**config.mk**
```make
export PLATFORM = sky130hd
export DESIGN_NAME = regfile_issue_stage_flat
export DESIGN_NICKNAME = d
export VERILOG_FILES = /design/src/rtl/regfile_issue_stage_pkg.sv /design/src/rtl/regfile_issue_stage_if.sv /design/src/rtl/regfile_issue_stage_scoreboard.sv /design/src/rtl/regfile_issue_stage.sv /design/src/flat_wrapper.sv
export SDC_FILE = /design/constraint.sdc
export NUM_CORES = 2
export LEC_CHECK = 0
export ABC_AREA = 1
export BUFFER_PORTS_ARGS = -buffer_cell sky130_fd_sc_hd__buf_4
export CAP_MARGIN = 20
export CORE_MARGIN = 2
export CORE_UTILIZATION = 30
export DETAILED_ROUTE_END_ITERATION = 7
export GPL_ROUTABILITY_DRIVEN = 0
export PLACE_DENSITY = 0.47
export SYNTH_ARGS = -nofsm -noshare
export SYNTH_HDL_FRONTEND = slang
export SYNTH_HIERARCHICAL = 1
export SYNTH_SLANG_ARGS = --single-unit
```
**constraint.sdc**
```tcl
create_clock -name clk -period 3.21 [get_ports clk]
set_clock_uncertainty 0.05 [all_clocks]
set_input_delay 0.642 -clock clk [delete_from_list [all_inputs] [get_ports clk]]
set_output_delay 0.642 -clock clk [all_outputs]
set_load 0.01 [all_outputs]
```
**src/rtl/regfile_issue_stage_pkg.sv**
```systemverilog
// regfile_issue_stage_pkg
//   RV32 ISA constants shared by the issue stage: opcode values, the
//   instruction field layout, register index width and helper functions.
//   Build option: RF_BYPASS_EN (when defined, a writeback landing in the
//   accept cycle is forwarded to the operands and clears the source hazard).
package regfile_issue_stage_pkg;

  localparam int REG_IDX_W = 5;

  localparam logic [6:0] OP_STORE  = 7'b0100011;
  localparam logic [6:0] OP_BRANCH = 7'b1100011;
  localparam logic [6:0] OP_IMM    = 7'b0010011;
  localparam logic [6:0] OP_REG    = 7'b0110011;

  // Field bit positions inside a 32-bit instruction word.
  localparam int OPCODE_LSB = 0;
  localparam int RD_LSB     = 7;
  localparam int FUNCT3_LSB = 12;
  localparam int RS1_LSB    = 15;
  localparam int RS2_LSB    = 20;
  localparam int FUNCT7_LSB = 25;

`ifdef RF_BYPASS_EN
  localparam logic BYPASS_EN = 1'b1;
`else
  localparam logic BYPASS_EN = 1'b0;
`endif

  // MSB-first so a plain cast of the instruction word lines up with the fields above.
  typedef struct packed {
    logic [6:0]           funct7;
    logic [REG_IDX_W-1:0] rs2;
    logic [REG_IDX_W-1:0] rs1;
    logic [2:0]           funct3;
    logic [REG_IDX_W-1:0] rd;
    logic [6:0]           opcode;
  } instr_fields_t;

  // Stores and branches carry immediate bits in the rd slot.
  function automatic logic writes_rd(input logic [6:0] opcode);
    logic w;
    case (opcode)
      OP_STORE, OP_BRANCH: w = 1'b0;
      default:             w = 1'b1;
    endcase
    return w;
  endfunction

  // x0 and indices beyond the implemented file never hold state.
  function automatic logic idx_ok(input logic [REG_IDX_W-1:0] idx, input int nregs);
    return (idx != 5'd0) && (int'({27'd0, idx}) < nregs);
  endfunction

endpackage

```
**src/rtl/regfile_issue_stage_if.sv**
```systemverilog
// regfile_issue_stage_if
//   Bundles the fetch-side instruction handshake, the ALU-side issue bundle,
//   the writeback port and the stall counter of the issue stage.
//   master: environment (fetch, ALU, writeback driver)
//   slave : the issue stage
interface regfile_issue_stage_if #(
  parameter int XLEN  = 32,
  parameter int CNT_W = 16
);
  logic              instr_valid;
  logic              instr_ready;
  logic [31:0]       instr;
  logic              dec_valid;
  logic              dec_ready;
  logic [6:0]        dec_opcode;
  logic [4:0]        dec_rd;
  logic [2:0]        dec_funct3;
  logic [6:0]        dec_funct7;
  logic [11:0]       dec_imm;
  logic [XLEN-1:0]   dec_rs1_data;
  logic [XLEN-1:0]   dec_rs2_data;
  logic              wb_en;
  logic [4:0]        wb_addr;
  logic [XLEN-1:0]   wb_data;
  logic [CNT_W-1:0]  stall_cnt;

  modport master (
    output instr_valid, instr, dec_ready, wb_en, wb_addr, wb_data,
    input  instr_ready, dec_valid, dec_opcode, dec_rd, dec_funct3, dec_funct7,
           dec_imm, dec_rs1_data, dec_rs2_data, stall_cnt
  );

  modport slave (
    input  instr_valid, instr, dec_ready, wb_en, wb_addr, wb_data,
    output instr_ready, dec_valid, dec_opcode, dec_rd, dec_funct3, dec_funct7,
           dec_imm, dec_rs1_data, dec_rs2_data, stall_cnt
  );
endinterface

```
**src/rtl/regfile_issue_stage_scoreboard.sv**
```systemverilog
// regfile_issue_stage_scoreboard
//   Pending-write tracker. One busy bit per architectural register, set when
//   a writing instruction issues and cleared by its writeback.
//   Ports: clk, rst (sync, active-high), rs1/rs2/rd + rd_write of the offered
//   instruction, set_en (instruction accepted), wb_en/wb_addr, hazard out.
//   Build option: RF_BYPASS_EN lets a same-cycle writeback clear a source hazard.
module regfile_issue_stage_scoreboard
  import regfile_issue_stage_pkg::*;
#(
  parameter int NREGS = 32
) (
  input  logic                 clk,
  input  logic                 rst,
  input  logic [REG_IDX_W-1:0] rs1,
  input  logic [REG_IDX_W-1:0] rs2,
  input  logic [REG_IDX_W-1:0] rd,
  input  logic                 rd_write,
  input  logic                 set_en,
  input  logic                 wb_en,
  input  logic [REG_IDX_W-1:0] wb_addr,
  output logic                 hazard
);
  localparam int RIDX_W = $clog2(NREGS);

  logic [NREGS-1:0] busy_r;
  logic [NREGS-1:0] set_mask_s;
  logic [NREGS-1:0] clr_mask_s;
  logic             rs1_busy_s;
  logic             rs2_busy_s;
  logic             rd_busy_s;

  function automatic logic busy_of(input logic [NREGS-1:0] vec,
                                   input logic [REG_IDX_W-1:0] idx);
    logic b;
    b = 1'b0;
    if (idx_ok(idx, NREGS)) begin
      b = vec[idx[RIDX_W-1:0]];
    end else begin
      b = 1'b0;
    end
    return b;
  endfunction

  // One-hot set/clear masks for this edge.
  always_comb begin
    set_mask_s = '0;
    clr_mask_s = '0;
    if (set_en && rd_write && idx_ok(rd, NREGS)) begin
      set_mask_s[rd[RIDX_W-1:0]] = 1'b1;
    end else begin
      set_mask_s = '0;
    end
    if (wb_en && idx_ok(wb_addr, NREGS)) begin
      clr_mask_s[wb_addr[RIDX_W-1:0]] = 1'b1;
    end else begin
      clr_mask_s = '0;
    end
  end

  // Busy vector; set is applied after clear so a same-edge set wins.
  always_ff @(posedge clk) begin
    if (rst) begin
      busy_r <= '0;
    end else begin
      busy_r <= (busy_r & ~clr_mask_s) | set_mask_s;
    end
  end

  // RAW on either source, WAW on the destination.
  always_comb begin
    rs1_busy_s = busy_of(busy_r, rs1) & ~(BYPASS_EN & wb_en & (wb_addr == rs1));
    rs2_busy_s = busy_of(busy_r, rs2) & ~(BYPASS_EN & wb_en & (wb_addr == rs2));
    rd_busy_s  = rd_write & busy_of(busy_r, rd);
    hazard     = rs1_busy_s | rs2_busy_s | rd_busy_s;
  end

endmodule

```
**src/rtl/regfile_issue_stage.sv**
```systemverilog
// regfile_issue_stage
//   Integer register file plus RV32 decode/issue register. Accepts an
//   instruction when the issue register is free (or draining) and no hazard
//   exists, and presents the decoded bundle with operands one cycle later.
//   Ports: clk, rst (sync, active-high), bus (regfile_issue_stage_if.slave:
//   instr handshake, dec_* bundle handshake, wb_* writeback, stall_cnt).
//   Build option: RF_BYPASS_EN forwards a same-cycle writeback to the operands.
module regfile_issue_stage
  import regfile_issue_stage_pkg::*;
#(
  parameter int XLEN  = 32,
  parameter int NREGS = 32,
  parameter int CNT_W = 16
) (
  input logic                  clk,
  input logic                  rst,
  regfile_issue_stage_if.slave bus
);
  localparam int RIDX_W = $clog2(NREGS);

  instr_fields_t    f_s;
  logic [XLEN-1:0]  reg_r [NREGS];
  logic             hazard_s;
  logic             wr_rd_s;
  logic             instr_ready_s;
  logic             accept_s;
  logic [XLEN-1:0]  rs1_data_s;
  logic [XLEN-1:0]  rs2_data_s;
  logic             wb_hit1_s;
  logic             wb_hit2_s;

  logic             dec_valid_r;
  logic [6:0]       dec_opcode_r;
  logic [4:0]       dec_rd_r;
  logic [2:0]       dec_funct3_r;
  logic [6:0]       dec_funct7_r;
  logic [11:0]      dec_imm_r;
  logic [XLEN-1:0]  dec_rs1_data_r;
  logic [XLEN-1:0]  dec_rs2_data_r;
  logic [CNT_W-1:0] stall_cnt_r;

  assign f_s           = instr_fields_t'(bus.instr);
  assign wr_rd_s       = writes_rd(f_s.opcode);
  assign instr_ready_s = (!dec_valid_r || bus.dec_ready) && !hazard_s;
  assign accept_s      = bus.instr_valid && instr_ready_s;

  regfile_issue_stage_scoreboard #(.NREGS(NREGS)) u_sb (
    .clk      (clk),
    .rst      (rst),
    .rs1      (f_s.rs1),
    .rs2      (f_s.rs2),
    .rd       (f_s.rd),
    .rd_write (wr_rd_s),
    .set_en   (accept_s),
    .wb_en    (bus.wb_en),
    .wb_addr  (bus.wb_addr),
    .hazard   (hazard_s)
  );

  // Operand read: forwarded writeback first (bypass builds), then the array; x0/out-of-range read 0.
  always_comb begin
    wb_hit1_s  = BYPASS_EN && bus.wb_en && idx_ok(bus.wb_addr, NREGS) && (bus.wb_addr == f_s.rs1);
    wb_hit2_s  = BYPASS_EN && bus.wb_en && idx_ok(bus.wb_addr, NREGS) && (bus.wb_addr == f_s.rs2);
    rs1_data_s = '0;
    rs2_data_s = '0;
    if (wb_hit1_s) begin
      rs1_data_s = bus.wb_data;
    end else if (idx_ok(f_s.rs1, NREGS)) begin
      rs1_data_s = reg_r[f_s.rs1[RIDX_W-1:0]];
    end else begin
      rs1_data_s = '0;
    end
    if (wb_hit2_s) begin
      rs2_data_s = bus.wb_data;
    end else if (idx_ok(f_s.rs2, NREGS)) begin
      rs2_data_s = reg_r[f_s.rs2[RIDX_W-1:0]];
    end else begin
      rs2_data_s = '0;
    end
  end

  // Register array write port; x0 and out-of-range writebacks are dropped.
  always_ff @(posedge clk) begin
    if (rst) begin
      for (int i = 0; i < NREGS; i++) begin
        reg_r[i] <= '0;
      end
    end else if (bus.wb_en && idx_ok(bus.wb_addr, NREGS)) begin
      reg_r[bus.wb_addr[RIDX_W-1:0]] <= bus.wb_data;
    end
  end

  // Issue register: load on accept, hold while stalled downstream, empty after handshake.
  always_ff @(posedge clk) begin
    if (rst) begin
      dec_valid_r    <= 1'b0;
      dec_opcode_r   <= 7'd0;
      dec_rd_r       <= 5'd0;
      dec_funct3_r   <= 3'd0;
      dec_funct7_r   <= 7'd0;
      dec_imm_r      <= 12'd0;
      dec_rs1_data_r <= '0;
      dec_rs2_data_r <= '0;
    end else if (accept_s) begin
      dec_valid_r    <= 1'b1;
      dec_opcode_r   <= f_s.opcode;
      dec_rd_r       <= f_s.rd;
      dec_funct3_r   <= f_s.funct3;
      dec_funct7_r   <= f_s.funct7;
      dec_imm_r      <= {f_s.funct7, f_s.rs2};
      dec_rs1_data_r <= rs1_data_s;
      dec_rs2_data_r <= rs2_data_s;
    end else if (bus.dec_ready) begin
      dec_valid_r    <= 1'b0;
    end
  end

  // Saturating count of cycles an offered instruction was refused.
  always_ff @(posedge clk) begin
    if (rst) begin
      stall_cnt_r <= '0;
    end else if (bus.instr_valid && !instr_ready_s && (stall_cnt_r != '1)) begin
      stall_cnt_r <= stall_cnt_r + CNT_W'(1);
    end
  end

  assign bus.instr_ready  = instr_ready_s;
  assign bus.dec_valid    = dec_valid_r;
  assign bus.dec_opcode   = dec_opcode_r;
  assign bus.dec_rd       = dec_rd_r;
  assign bus.dec_funct3   = dec_funct3_r;
  assign bus.dec_funct7   = dec_funct7_r;
  assign bus.dec_imm      = dec_imm_r;
  assign bus.dec_rs1_data = dec_rs1_data_r;
  assign bus.dec_rs2_data = dec_rs2_data_r;
  assign bus.stall_cnt    = stall_cnt_r;

endmodule

```
**src/flat_wrapper.sv**
```systemverilog
// flat-port wrapper written by rule: the top's interface ports become plain ports
module regfile_issue_stage_flat import regfile_issue_stage_pkg::*;
#(
  parameter int XLEN  = 32,
  parameter int NREGS = 32,
  parameter int CNT_W = 16
)
  (clk, rst, bus_instr_valid, bus_instr, bus_dec_ready, bus_wb_en, bus_wb_addr, bus_wb_data, bus_instr_ready, bus_dec_valid, bus_dec_opcode, bus_dec_rd, bus_dec_funct3, bus_dec_funct7, bus_dec_imm, bus_dec_rs1_data, bus_dec_rs2_data, bus_stall_cnt);
  regfile_issue_stage_if #(.XLEN(XLEN), .CNT_W(CNT_W)) bus_i ();
  input logic clk;
  input logic rst;
  input wire logic [$bits(bus_i.instr_valid)-1:0] bus_instr_valid;
  input wire logic [$bits(bus_i.instr)-1:0] bus_instr;
  input wire logic [$bits(bus_i.dec_ready)-1:0] bus_dec_ready;
  input wire logic [$bits(bus_i.wb_en)-1:0] bus_wb_en;
  input wire logic [$bits(bus_i.wb_addr)-1:0] bus_wb_addr;
  input wire logic [$bits(bus_i.wb_data)-1:0] bus_wb_data;
  output wire logic [$bits(bus_i.instr_ready)-1:0] bus_instr_ready;
  output wire logic [$bits(bus_i.dec_valid)-1:0] bus_dec_valid;
  output wire logic [$bits(bus_i.dec_opcode)-1:0] bus_dec_opcode;
  output wire logic [$bits(bus_i.dec_rd)-1:0] bus_dec_rd;
  output wire logic [$bits(bus_i.dec_funct3)-1:0] bus_dec_funct3;
  output wire logic [$bits(bus_i.dec_funct7)-1:0] bus_dec_funct7;
  output wire logic [$bits(bus_i.dec_imm)-1:0] bus_dec_imm;
  output wire logic [$bits(bus_i.dec_rs1_data)-1:0] bus_dec_rs1_data;
  output wire logic [$bits(bus_i.dec_rs2_data)-1:0] bus_dec_rs2_data;
  output wire logic [$bits(bus_i.stall_cnt)-1:0] bus_stall_cnt;
  assign bus_i.instr_valid = bus_instr_valid;
  assign bus_i.instr = bus_instr;
  assign bus_i.dec_ready = bus_dec_ready;
  assign bus_i.wb_en = bus_wb_en;
  assign bus_i.wb_addr = bus_wb_addr;
  assign bus_i.wb_data = bus_wb_data;
  assign bus_instr_ready = bus_i.instr_ready;
  assign bus_dec_valid = bus_i.dec_valid;
  assign bus_dec_opcode = bus_i.dec_opcode;
  assign bus_dec_rd = bus_i.dec_rd;
  assign bus_dec_funct3 = bus_i.dec_funct3;
  assign bus_dec_funct7 = bus_i.dec_funct7;
  assign bus_dec_imm = bus_i.dec_imm;
  assign bus_dec_rs1_data = bus_i.dec_rs1_data;
  assign bus_dec_rs2_data = bus_i.dec_rs2_data;
  assign bus_stall_cnt = bus_i.stall_cnt;
  regfile_issue_stage #(.XLEN(XLEN), .NREGS(NREGS), .CNT_W(CNT_W)) u_core (.clk(clk), .rst(rst), .bus(bus_i));
endmodule
```
Yosys cells after proc, flatten, opt, wreduce, memory -nomap -nowiden --
Memory sizes are Yosys's and may differ from the RTL's. Cells that the tools add are included. Widths: inputs -> output; s select.
Word-level totals: ROM bits 0, bits in writable memories 1024, input bits 74, register bits 147, bits in latches 0, output and inout port bits 116, memories 1, logic and storage cells 75
Cells by class: magnitude comparators 6, shifts and indexed selects 0, bitwise operators 6, divide/modulo/power cells 0, equal/unequal tests 3, add/sub/neg operators 1, $mul 0, muxes and demuxes 28, reduce and logical (&&, ||, !) cells 20
Memory list:
- u_core.reg_r | depth 32, width 32, rd ports 2, clocked after memory_dff 0, wr ports 32, RTL line regfile_issue_stage.sv:22 | logic [XLEN-1:0] reg_r [NREGS];
Operator list (number):
- $mux 32 | 5
- $and 32x32->32 | 1
- $not 32->32 | 1
- $or 32x32->32 | 1
- $reduce_or 32->1 | 1
- $lt 5x6->1 const B | 4
- $reduce_bool 5->1 | 4
- $mux 1 | 17
- $add 16x1->16 const B | 1
- $ne 16x16->1 const B | 1
- $bmux 1 s5 | 3
- $demux 1 s5 | 2
- $ge 5x1->1 const B | 2
- $logic_and 1x1->1 | 9
- $eq 7x6->1 const B | 1
- $eq 7x7->1 const B | 1
- $mux 5 | 1
- $logic_not 1->1 | 3
- $or 1x1->1 | 2
- $reduce_bool 2->1 | 1
- $reduce_or 2->1 | 1
- $and 1x1->1 | 1
- $logic_or 1x1->1 | 1

Depth between registers and ports, before layout --
depth after elaboration 12, depth in mapped cells 24, depth with buffers taken out 23

By module --
Netlist, hierarchy kept.
Modules (own cells, without submodules):
- regfile_issue_stage | instances 1, area an instance 60186.5 µm², cells each 7709, seq. area each 32911.6 µm²
- regfile_issue_stage_scoreboard | instances 1, area an instance 2486.1 µm², cells each 456, seq. area each 640.6 µm²

Worst setup path before layout --
No wires, ideal clock.
path type input port to flip-flop, start point input bus_instr[7], end point register u_core.u_sb.busy_r[16], slack 0.126 ns, library setup time 0.070 ns, data required time 3.090 ns, arrival 2.964 ns, path buffers 3, cell stages on the path 21, cells stage by stage buf_2 > buf_2 > o21ai_0 > nand2_1 > nand2_1 > nand2_1 > nand2_1 > nor2_1 > nand2_1 > nand2_1 > nand3_1 > nor2_1 > nand2_1 > clkinv_1 > clkbuf_1 > nand2_1 > inv_1 > nand2_1 > nor4_2 > nand2_1 > a21oi_1
Between the ends: cells in the longest elaborated chain, start to end 12, elaborated cells between the ends (all ways) 18, classes of those cells order compare (2); mux (6); bitwise (3); reduce/logical (7)
Ends and longest elaborated chain:
- start: declaration | RTL line flat_wrapper.sv:13 | input wire logic [$bits(bus_i.instr)-1:0] bus_instr;
- $bmux 1 s5 | RTL line regfile_issue_stage_scoreboard.sv:37 | b = vec[idx[RIDX_W-1:0]];
- $mux 1 (implied by the code) | RTL line regfile_issue_stage_scoreboard.sv:37
- $mux 1 (*) | RTL line regfile_issue_stage_scoreboard.sv:36 | if (idx_ok(idx, NREGS)) begin
- $and 1x1->1 (*) | RTL line regfile_issue_stage_scoreboard.sv:73 | rd_busy_s = rd_write & busy_of(busy_r, rd);
- $or 1x1->1 (*) | RTL line regfile_issue_stage_scoreboard.sv:74 | hazard = rs1_busy_s | rs2_busy_s | rd_busy_s;
- net u_core.hazard_s | RTL line regfile_issue_stage.sv:23 | logic hazard_s;
- $logic_not 1->1 (*) | RTL line regfile_issue_stage.sv:44 | assign instr_ready_s = (!dec_valid_r || bus.dec_ready) && !hazard_s;
- $logic_and 1x1->1 (*) | RTL line regfile_issue_stage.sv:44
- net bus_instr_ready | RTL line flat_wrapper.sv:18 | output wire logic [$bits(bus_i.instr_ready)-1:0] bus_instr_ready;
- $logic_and 1x1->1 (*) | RTL line regfile_issue_stage.sv:45 | assign accept_s = bus.instr_valid && instr_ready_s;
- net u_core.accept_s | RTL line regfile_issue_stage.sv:26 | logic accept_s;
- $logic_and 1x1->1 (*) (2 in a row) | RTL line regfile_issue_stage_scoreboard.sv:48 | if (set_en && rd_write && idx_ok(rd, NREGS)) begin
- $mux 32 (*) | RTL line regfile_issue_stage_scoreboard.sv:48
- $or 32x32->32 (*) | RTL line regfile_issue_stage_scoreboard.sv:65 | busy_r <= (busy_r & ~clr_mask_s) | set_mask_s;
- end signal: assignment | RTL line regfile_issue_stage_scoreboard.sv:65
- end: declaration | RTL line regfile_issue_stage_scoreboard.sv:25 | logic [NREGS-1:0] busy_r;
The timed path passes the listed nets; every way through them passes the cells marked *. The select of a mux whose other input is x is not followed. A chain may end at the register's enable or synchronous reset.

Worst setup path after layout --
start point register u_core.u_sb.busy_r[3], end point output bus_instr_ready
Between the ends: cells in the longest elaborated chain, start to end 7, elaborated cells between the ends (all ways) 14, classes of those cells mux (9); bitwise (3); reduce/logical (2)
Ends and longest elaborated chain (RTL line):
- $bmux 1 s5 | regfile_issue_stage_scoreboard.sv:37
- $mux 1 (implied by the code) | regfile_issue_stage_scoreboard.sv:37
- $mux 1 | regfile_issue_stage_scoreboard.sv:36
- $or 1x1->1 or $and 1x1->1 (tied branches) | regfile_issue_stage_scoreboard.sv:74, regfile_issue_stage_scoreboard.sv:73
- $or 1x1->1 (*) | regfile_issue_stage_scoreboard.sv:74
- net u_core.hazard_s | regfile_issue_stage.sv:23
- $logic_not 1->1 (*) | regfile_issue_stage.sv:44
- $logic_and 1x1->1 (*) | regfile_issue_stage.sv:44
- end: declaration | flat_wrapper.sv:18
Marks and branches as above.

==> impl_metrics.tcl <==
set metrics [dict create \
    status "finished, final reports clean" \
    synth_cells 8165 \
    track_usage_pct 27.0 \
    final.min_clock_period_ns 3.03 \
    wl_um 294000 \
    worstPathMaxFanout 3 \
    synth_mux_area_share_pct 0 \
    fin_area_um2 73800 \
    rsz0062_at_grt "false" \
    crit_top_cell "nand2_1" \
    drv_cap 0 \
    htreeDepth 4 \
    min_from "bus_instr[25]" \
    setup_tns_ns 0 \
    synth_seq_cells 1164 \
    worstSetupEndpointType "output pin" \
    startpoint_type "flip-flop" \
    fmax_ghz 0.330 \
    place_inst 10900 \
    area_growth_pct 17.8 \
    startpoint "u_core/u_sb/busy_r[3]" \
    ant_nets 0 \
    grt_first_pass_wirelength_um 414000 \
    cp_cell_sequence "inv_1, nor2_1, a21oi_1, nand2_1, nand2_1, nand2_1, nor2_1, nand2_1, nand2_1, nand3_1, nor2_4, buf_4" \
    post-cts-setup-buffer-count 0 \
    drive_gt1_share_pct 10.4 \
    hold_violations 0 \
    coreArea_um2 207000 \
    grt_pass1_vias 56100 \
    cts_buffer_depth 3 \
    critPathKind "flip-flop to output pin" \
    slew_violations 0 \
    initial_core_util_pct 30.2 \
    clock-sinks 1164 \
    worst_path_max_delay_cell "dfxtp_1" \
    synth_area_per_cell_um2 7.68 \
    clock_latency_ns 0.83 \
    worst_r2r_startpoint "u_core/u_sb/busy_r[3]" \
    row_count 167 \
    cts.clk_slew.worst_paths_ns 0.06 \
    die_x_um 461 \
    grt_start_max_net_pins 159 \
    p_leak_nw 30.4 \
    tightest_slew_ns 1.05 \
    cp.arrival_ns 2.34 \
    required_ns 2.52 \
    tritoncts "built" \
    synth-compound-area-share_pct 5.72 \
    seq_area_frac_synth_pct 53.5 \
    rrSetupSlack_ns 0.64 \
    cts_buffers 139 \
    vias_per_cell 5.41 \
    root_buffer "clkbuf_16" \
    dp_hpwl_um 177000 \
    vias 60300 \
    finalNonFillerCells 11200 \
    io_pins 190 \
    antenna_found_initial 7 \
    routedWlPerCell_um 26.3 \
    hp-class "input port to flip-flop" \
    drc 0 \
    setup_viol 0 \
    synth.distinct_cells 34 \
    dieArea_um2 213000 \
    first_iter_violations 8477 \
    synth_xor_area_share_pct 0.0978 \
    syn_area_um2 62700 \
    cpPeakStageDelay_ns 0.31 \
    ys_warn_count 6 \
    grt_overflow 0 \
    post_dp_cell_area_um2 69200 \
    slew-limit-headroom_pct 30.3 \
    synth_top_family_by_area "simple AND/OR/NAND/NOR gates" \
    port_buffers 189 \
    period_share_pct 94.5 \
    synth-simple-area-share_pct 34.7 \
    peakVddDrop_uv 589 \
    nets 8332 \
    synthAdderAreaFrac_pct 0.0200 \
    drt_first_pass_iters 6 \
    die_height_um 461 \
    power_density_nw_per_um2 534 \
]
[flip-flops by register name, indices dropped and copies added, names as in the netlist]
name,cells
u_core/bus.dec_funct3,3
u_core/bus.dec_funct7,7
u_core/bus.dec_imm,5
u_core/bus.dec_opcode,7
u_core/bus.dec_rd,5
u_core/bus.dec_rs1_data,32
u_core/bus.dec_rs2_data,32
u_core/bus.dec_valid,1
u_core/bus.stall_cnt,16
u_core/reg_r,1024
u_core/u_sb/busy_r,32
[cells by family (layout without fill, tap and decap cells)]
kind of cell	after synthesis	in the layout
simple gates	5424	5424
flops	1164	1164
buf+inv	862	1033
xor+xnor	7	7
other cells	1	34
compound gates	706	706
fa+ha+maj	1	1
[layout make-up]
class	count	area [um2]
fillers	21500	133000
flip-flops and latches	1164	33600
multi-input cells	6170	25800
clock buffers	191	3860
clock inverters	60	634
well taps	2788	3490
diodes	2	5.00
repair buffers	582	5740
inverters	200	791
[through the flow]
| step | power (mW) | utilization [%] | setup WS, ns | hold slack (ns) |
|---|---|---|---|---|
| 2_1_floorplan | 20.8 | - | 0.126 | 0.389 |
| 3_3_place_gp | 23.5 | 33.4 | 0.0750 | 0.405 |
| 3_5_place_dp | 23.5 | 33.4 | 0.0243 | 0.407 |
| 4_1_cts | 39.5 | 35.6 | 0.0256 | 0.000114 |
| 5_1_grt | 40.7 | 35.6 | 0.0153 | 0.0371 |
| 6_report | 39.4 | 35.6 | 0.177 | 0.0564 |
[what timing repair did]
item	in CTS	in global routing
endpoints found under the setup margin	0	1
resized for setup	0	3
hold endpoints to repair	9	0
hold buffers	9	0
[critical path, delay by kind of cell, from the launching register on]
kind                   cells  cell delay (ns)
and+or+nand+nor            9             0.75
AOI/OAI and AO/OA          1             0.15
DFF                        1             0.31
buffers and inverters      2             0.32
[path summary, 6_finish.rpt]
kind / to / cells past startpoint
hold / removal: u_core/bus.dec_funct7[0] / 3
hold reg to reg: u_core/bus.dec_funct3[0] / 2
setup / recovery: bus_instr_ready / 12
setup reg to reg: u_core/bus.dec_rs1_data[21] / 17
[cell usage in the layout (no fill, tap or decap), types with 15 or more instances in the layout]
cell / synthesis / layout
nor2_1: 1552 / 1547
o21ai_0: 323 / 323
nand2_1: 2824 / 2759
clkbuf_16: 0 / 144
a21oi_1: 360 / 360
dfxtp_1: 140 / 140
conb_1: 1 / 32
clkbuf_1: 314 / 39
inv_2: 13 / 15
nand3_1: 1006 / 1006
buf_4: 18 / 462
clkinv_1: 5 / 23
buf_12: 0 / 105
inv_1: 181 / 176
edfxtp_1: 1024 / 1024
nor3_1: 26 / 26
o211ai_1: 15 / 15
nand2_2: 0 / 62
[routing by layer]
layer / wire (um) / vias to the layer above / part of all wire, % / global-route usage (%)
li1: - / 26800 / - / -
met1: 119000 / 29400 / 41 / 36.2
met2: 132000 / 3510 / 45 / 42.9
met3: 29000 / 587 / 9.9 / 4.85
met4: 13200 / 2 / 4.5 / 11.1
met5: 13 / - / 0.0044 / 0
[Yosys cell counts]
master | n | area share [%]
nor3_2 | 6 | 0.096
dfxtp_1 | 140 | 4.5
edfxtp_1 | 1024 | 49
inv_4 | 1 | 0.010
o211ai_1 | 15 | 0.18
nor4_2 | 1 | 0.020
xnor2_1 | 2 | 0.028
nand4_1 | 3 | 0.030
a41oi_1 | 1 | 0.014
clkinv_1 | 5 | 0.030
nor4_1 | 2 | 0.020
nor3_1 | 26 | 0.21
a31oi_1 | 2 | 0.020
a21oi_1 | 360 | 2.9
o21ai_1 | 4 | 0.032
a31oi_2 | 1 | 0.020
buf_2 | 284 | 2.3
nor3b_1 | 1 | 0.012
buf_8 | 1 | 0.024
o21ai_0 | 323 | 2.6
inv_2 | 13 | 0.078
buf_4 | 18 | 0.22
nand3_1 | 1006 | 8.0
nand3b_1 | 2 | 0.024
nor2_1 | 1552 | 9.3
nor3_4 | 1 | 0.026
ha_1 | 1 | 0.020
buf_1 | 38 | 0.23
inv_1 | 181 | 1.1
buf_6 | 7 | 0.13
xor2_1 | 5 | 0.070
clkbuf_1 | 314 | 1.9
conb_1 | 1 | 0.0060
nand2_1 | 2824 | 17
[where the power goes]
| group | total, mW | switching, mW | internal, mW |
|---|---|---|---|
| combinational | 5.55 | 3.95 | 1.60 |
| sequential | 17.8 | 0.503 | 17.3 |
| clock | 16.1 | 6.90 | 9.20 |
Note: power is estimated with default switching activity, not from simulation.
